**src/rtl/typewriter_coupler.sv**
```systemverilog
// typewriter_coupler: couples a computer print channel and a keyboard to a typewriter with timed echo/key strobes.
// Define G15_COUPLER_KBD_FIFO_EN for a 4-entry keystroke FIFO; otherwise a single holding register is used.
module typewriter_coupler #(
    parameter int ECHO_MS = 40,
    parameter int KEY_MS  = 50,
    parameter int GAP_MS  = 10
) (
    input  logic        CLOCK,
    input  logic        rst,
    input  logic        tick_ms,
    input  logic        TYPE,
    input  logic        TYPE_PULSE,
    input  logic [4:0]  OB,
    output logic [4:0]  LEV_OUT,
    output logic [10:0] KEY_LINES,
    output logic [4:0]  prt_data,
    output logic        prt_valid,
    input  logic        prt_ready,
    input  logic [5:0]  kbd_code,
    input  logic        kbd_valid,
    output logic        kbd_ready,
    input  logic        ovr_clr,
    output logic        overrun
);
    // A zero duration still lasts one tick.
    localparam logic [15:0] ECHO_N = 16'(ECHO_MS < 1 ? 1 : ECHO_MS);
    localparam logic [15:0] KEY_N  = 16'(KEY_MS < 1 ? 1 : KEY_MS);
    localparam logic [15:0] GAP_N  = 16'(GAP_MS < 1 ? 1 : GAP_MS);

    typedef enum logic [2:0] {IDLE, PRINT_WAIT, ECHO, KEY, GAP} state_t;

    state_t      state;
    logic [15:0] cnt;
    logic        tp_q, ev, drop, done, pop, push, empty;
    logic [5:0]  head;

    assign ev   = TYPE_PULSE && !tp_q;
    assign drop = ev && (state != IDLE || !TYPE);
    assign done = tick_ms && cnt == 16'd1;
    assign pop  = state == IDLE && !(ev && TYPE) && !empty;
    assign push = kbd_valid && kbd_ready;

    always_ff @(posedge CLOCK or posedge rst) begin
        if (rst) begin
            state     <= IDLE;
            cnt       <= '0;
            tp_q      <= 1'b0;
            prt_valid <= 1'b0;
            prt_data  <= '0;
            LEV_OUT   <= '0;
            KEY_LINES <= '0;
            overrun   <= 1'b0;
        end else begin
            tp_q    <= TYPE_PULSE;
            overrun <= drop || (overrun && !ovr_clr);
            if (tick_ms && cnt != '0) cnt <= cnt - 16'd1;
            case (state)
                IDLE:
                    if (ev && TYPE) begin
                        prt_data  <= OB;
                        prt_valid <= 1'b1;
                        state     <= PRINT_WAIT;
                    end else if (pop) begin
                        // Function indices 11..15 have no contact but still take key timing.
                        LEV_OUT   <= head[5] ? 5'd0 : head[4:0];
                        KEY_LINES <= (head[5] && head[3:0] < 4'd11) ? 11'd1 << head[3:0] : '0;
                        cnt       <= KEY_N;
                        state     <= KEY;
                    end
                PRINT_WAIT:
                    if (prt_ready) begin
                        prt_valid <= 1'b0;
                        LEV_OUT   <= prt_data;
                        cnt       <= ECHO_N;
                        state     <= ECHO;
                    end
                ECHO, KEY:
                    if (done) begin
                        LEV_OUT   <= '0;
                        KEY_LINES <= '0;
                        cnt       <= GAP_N;
                        state     <= GAP;
                    end
                GAP:
                    if (done) state <= IDLE;
                default:
                    state <= IDLE;
            endcase
        end
    end

`ifdef G15_COUPLER_KBD_FIFO_EN
    logic [5:0] mem [4];
    logic [1:0] wp, rp;
    logic [2:0] fill;

    assign empty     = fill == 3'd0;
    assign kbd_ready = !rst && fill != 3'd4;
    assign head      = mem[rp];

    always_ff @(posedge CLOCK)
        if (push) mem[wp] <= kbd_code;

    always_ff @(posedge CLOCK or posedge rst) begin
        if (rst) begin
            wp   <= '0;
            rp   <= '0;
            fill <= '0;
        end else begin
            if (push) wp <= wp + 2'd1;
            if (pop) rp <= rp + 2'd1;
            fill <= fill + {2'b0, push} - {2'b0, pop};
        end
    end
`else
    logic [5:0] hold;
    logic       full;

    assign empty     = !full;
    assign kbd_ready = !rst && !full;
    assign head      = hold;

    always_ff @(posedge CLOCK or posedge rst) begin
        if (rst) begin
            hold <= '0;
            full <= 1'b0;
        end else begin
            if (push) hold <= kbd_code;
            full <= push || (full && !pop);
        end
    end
`endif
endmodule

```
**config.mk**
```make
export PLATFORM = sky130hd
export DESIGN_NAME = typewriter_coupler
export DESIGN_NICKNAME = d
export VERILOG_FILES = /design/src/rtl/typewriter_coupler.sv
export SDC_FILE = /design/constraint.sdc
export NUM_CORES = 1
export LEC_CHECK = 0
export BUFFER_PORTS_ARGS = -buffer_cell sky130_fd_sc_hd__buf_4
export CORE_MARGIN = 2
export CORE_UTILIZATION = 45
export DETAILED_ROUTE_END_ITERATION = 16
export GPL_TIMING_DRIVEN = 0
export PLACE_DENSITY = 0.66
export SLEW_MARGIN = 30
export SYNTH_ARGS = -nofsm -noshare
export SYNTH_HDL_FRONTEND = slang
export SYNTH_SLANG_ARGS = --single-unit
export TNS_END_PERCENT = 50
```
**constraint.sdc**
```tcl
create_clock -name CLOCK -period 2.5 [get_ports CLOCK]
set_input_delay 0.125 -clock CLOCK [delete_from_list [all_inputs] [get_ports CLOCK]]
set_output_delay 0.125 -clock CLOCK [all_outputs]
set_load 0.05 [all_outputs]
```
Yosys cells after proc, flatten, opt, wreduce, memory -nomap -nowiden

Cells that the tools add are included.
W data, S select, Z words.

Equal/unequal tests: 12
$lt $le $gt $ge: 1
Shift operators: 1
Mux-type cells: 26
Add/subtract/negate cells: 1
Reductions and logical operators: 34

Operator list:

| operator                | number |
|---|---|
| $mux W16                | 5 |
| $pmux W16 S3            | 1 |
| $mux W11                | 4 |
| $mux W5                 | 5 |
| $pmux W11 S2            | 1 |
| $eq A16 B1 Y1 const B   | 1 |
| $reduce_bool A16 Y1     | 1 |
| $sub A16 B1 Y16 const B | 1 |
| $mux W3                 | 5 |
| $pmux W5 S3             | 1 |
| $logic_and A1 B1 Y1     | 12 |
| $pmux W3 S4             | 1 |
| $shl A1 B4 Y11 const A  | 1 |
| $ne A2 B2 Y1 const B    | 5 |
| $reduce_and A4 Y1       | 2 |
| $logic_not A1 Y1        | 7 |
| $eq A3 B2 Y1 const B    | 2 |
| $reduce_bool A3 Y1      | 2 |
| $reduce_and A5 Y1       | 1 |
| $lt A4 B4 Y1 const B    | 1 |
| $reduce_bool A2 Y1      | 2 |
| $eq A3 B1 Y1 const B    | 1 |
| $eq A3 B3 Y1 const B    | 1 |
| $logic_not A3 Y1        | 1 |
| other kinds (8)         | 11 |

Input port bits: 19
Logic and storage cells: 85
Register bits after elaboration: 50
Output and inout port bits: 24

Depth between registers and ports, before layout

Depth in word-level cells: 9
Mapped depth: 7
Depth with buffers taken out: 6

Least setup slack after synthesis

OpenSTA, ideal clock, no wires.

Path kind: register to register
From: register cnt[1]
To: register KEY_LINES[4]
Buffers on the path: 1
Clock period less this slack: 2.082 ns
Slack: 0.418 ns
Data arrival time: 1.958 ns
Setup time: 0.125 ns
Stages on the path, launching flop included: 8
Data required time: 2.375 ns
Path through: dfrtp_1 > inv_1 > ha_1 > nor4bb_1 > nand4_2 > o21ai_1 > buf_2 > mux2_2

Longest elaborated chain between the ends: 4

Ends and longest elaborated chain:

| element                            | line | source |
|---|---|---|
| start, declared                    | 33   | `logic [15:0] cnt;` |
| start signal, assigned             | 56   | `if (tick_ms && cnt != '0) cnt <= cnt - 16'd1;` |
| $eq A16 B1 Y1                      | 39   | `assign done = tick_ms && cnt == 16'd1;` |
| $logic_and A1 B1 Y1                | 39   |  |
| $ne A2 B2 Y1 (no source line)      | -    |  |
| $reduce_and A4 Y1 (no source line) | -    |  |
| end signal, assigned               | 66   | `KEY_LINES <= (head[5] && head[3:0] < 4'd11) ? 11'd1 << head[3:0] : '0;` |
| end, declared                      | 15   | `output logic [10:0] KEY_LINES,` |

No other way between the ends.
A chain may end at the register's enable or synchronous reset.

Final worst setup path

From: register cnt[8]
To: register KEY_LINES[0]

The elaborated chain is that of the path after synthesis.

==> impl_metrics.ini <==
[logic_synthesis]
ys.flop_type = dfrtp_1
synth_seq_cells = 50
synth_fp_nets = 254
synth.avg_cell_area_um2 = 11.0
synth-edff-count = 0
synth-seq-area-share = 0.486
netlist_instances = 233
async_flop_share = 1.00
synth_area_um2 = 2570
synth_cell_types = 51
synth-warning-count = 0

[final_layout]
final_util = 0.574
nets = 308
syn_to_final_growth_pct = 22.9
final_common_cell = dfrtp_1
fin_area_um2 = 3160
mostFrequentLayoutCells = dfrtp_1, buf_4, nand2_1, a21oi_1
diodes = 0
drive_above_1_share = 0.313

[drt]
wl_um = 5500
firstDrtPassIters = 4
vias = 1984
drt_iter0_drc = 117
post_drt_wl_per_cell_um = 15.3
via_per_inst = 5.51
antenna_left = 0
drc = 0

[power_and_ir_drop]
p_sw_frac = 0.451
p_comb_frac = 0.493
seqPwrFrac = 0.368
p_sw_uw = 1660
leakage_uw = 0.00145
powerDensity_nw_per_um2 = 1160
intPower_uw = 2020
peakVddDrop_uv = 738
p_clk_frac = 0.139
power.total_uw = 3680

[floorplanning]
die_h_um = 79.6
die-area_um2 = 6340
die_w_um = 79.6
start_util = 0.467
rows = 27
ios = 43
fp.coreArea_um2 = 5510

[cts]
ctsRootBufferMaster = clkbuf_8
insertion_delay_ps = 310
clock-sinks = 50
cts_inserted_buffers = 5
clkSlewWorstSetupHoldPaths_ps = 100
h-tree-depth = 2
clockBufferDepth = 2
cts_tree = done

[global_routing]
grt_max_degree = 38
antenna_found_initial = 0
grt_pass1_wl_um = 9640
overflow = 0
grt_pass1_vias = 1995
grt.total_usage = 0.195

[outcome]
status = finished clean

[placement]
dpl.hpwl_um = 4010
gp_congestion = 0.792
post_dp_cell_area_um2 = 3000
portBuffers = 42

[sta]
post-route-period-util = 0.907
tns_ps = 0
max_freq_mhz = 441
period_minus_slack_ps = 2270
hold_violations = 0
finClkSkew_ps = 14.7
slew_headroom = 0.388
drv_slew = 0
setup_violations = 0
rsz0062_at_grt = false
tightest_slew_ps = 916
hold_slack_ps = 40.9

[setup_path]
cp.arrival_ps = 2450
worstPathRequired_ps = 2680
cp_max_fo = 10
critPathKind = reg2reg
critPathLaunchType = flop
endpoint_kind = flop

[worst_hold_path]
holdCritPathClass = in2reg

[run]
max-cap-violations = 0
==> routing by layer <==
metal | GRT usage | wire length [um] | share of wire
met5 | 0 | 0 | 0
met4 | 0.0621 | 74 | 0.013
met3 | 0.0543 | 273 | 0.050
met2 | 0.292 | 2520 | 0.46
met1 | 0.274 | 2630 | 0.48
==> flip-flops by register name, indices dropped and copies added, names as in the netlist <==
name       count
cnt           16
KEY_LINES     11
head           6
LEV_OUT        5
prt_data       5
state          3
full           1
overrun        1
prt_valid      1
tp_q           1
==> cells by family after synthesis <==
family | after synthesis | synth area share
and+or+nand+nor | 86 | 0.212
xor gates and xnor gates | 1 | 0.00341
DFF | 50 | 0.486
adders and majority gates | 2 | 0.00973
AOI/OAI and AO/OA | 50 | 0.135
buffers and inverters | 17 | 0.0282
muxes | 27 | 0.125
==> metrics by stage <==
stage / std cells / worst slack [ps]
floorplan: 233 / 418
finish: 360 / 232
global route: 360 / 57.7
global placement: 347 / 136
CTS: 359 / 97.5
detailed placement: 348 / 137
==> power by group through the flow <==
stage                     logic (uW)  clock network (uW)  registers [uW]
after floorplan                 1020                   0            1630
after global placement          1730                   0            1360
after detailed placement        1770                   0            1360
after CTS                       1780                 531            1350
after global routing            1980                 562            1400
final                           1810                 510            1350
==> what timing repair did <==
item,in CTS,in global routing
resized for setup,0,3
endpoints found under the hold margin,15,0
endpoints found under the setup margin,0,24
setup buffers,0,1
hold buffers,3,0
==> worst max-delay path: stages (launching register included) <==
cell,delay (ps)
dfrtp_1,450
nor4_2,480
nand4_2,310
o21ai_2,290
clkbuf_4,270
mux2_1,340
==> synth_stat cells, drive strengths merged (2+ instances only) <==
library cell,count,share of area
a22o,5,0.017
o41ai,2,0.0097
nor3b,2,0.0058
nor2,14,0.020
or4,12,0.035
a21oi,15,0.029
o31ai,7,0.020
and2,2,0.0049
nand3b,2,0.0058
o21ai,11,0.021
nand2,16,0.024
nor4,6,0.029
inv,7,0.010
or3b,2,0.0068
or4b,4,0.016
clkbuf,5,0.0073
a211o,2,0.0068
mux2,27,0.13
o211ai,2,0.0058
nand3,4,0.0078
nand4,2,0.0073
dfrtp,50,0.49
nor2b,2,0.0049
nand4b,2,0.0068
nor3,7,0.014
or3,2,0.0049
nand2b,3,0.0073
buf,5,0.011
ha,2,0.0097
==> final cells by class <==
type | count | area (um2)
Clock inverter | 2 | 16.3
Buffer | 10 | 48.8
Multi-Input combinational cell | 166 | 1260
Fill cell | 498 | 2340
Timing Repair Buffer | 47 | 385
Sequential cell | 50 | 1250
Tap cell | 72 | 90.1
Clock buffer | 6 | 82.6
Inverter | 7 | 28.8
==> final timing paths <==
check	startpoint	to	slack, ps	depth (start not counted)
min	OB[0]	prt_data[0]	40	2
min reg2reg	KEY_LINES[5]	KEY_LINES[5]	500	1
max in group asynchronous	rst	cnt[12]	1760	4
min in group asynchronous	rst	full	280	3
max reg2reg	cnt[8]	KEY_LINES[0]	230	5
max	cnt[8]	KEY_LINES[0]	230	5
Power figures use the tool's default switching activity.
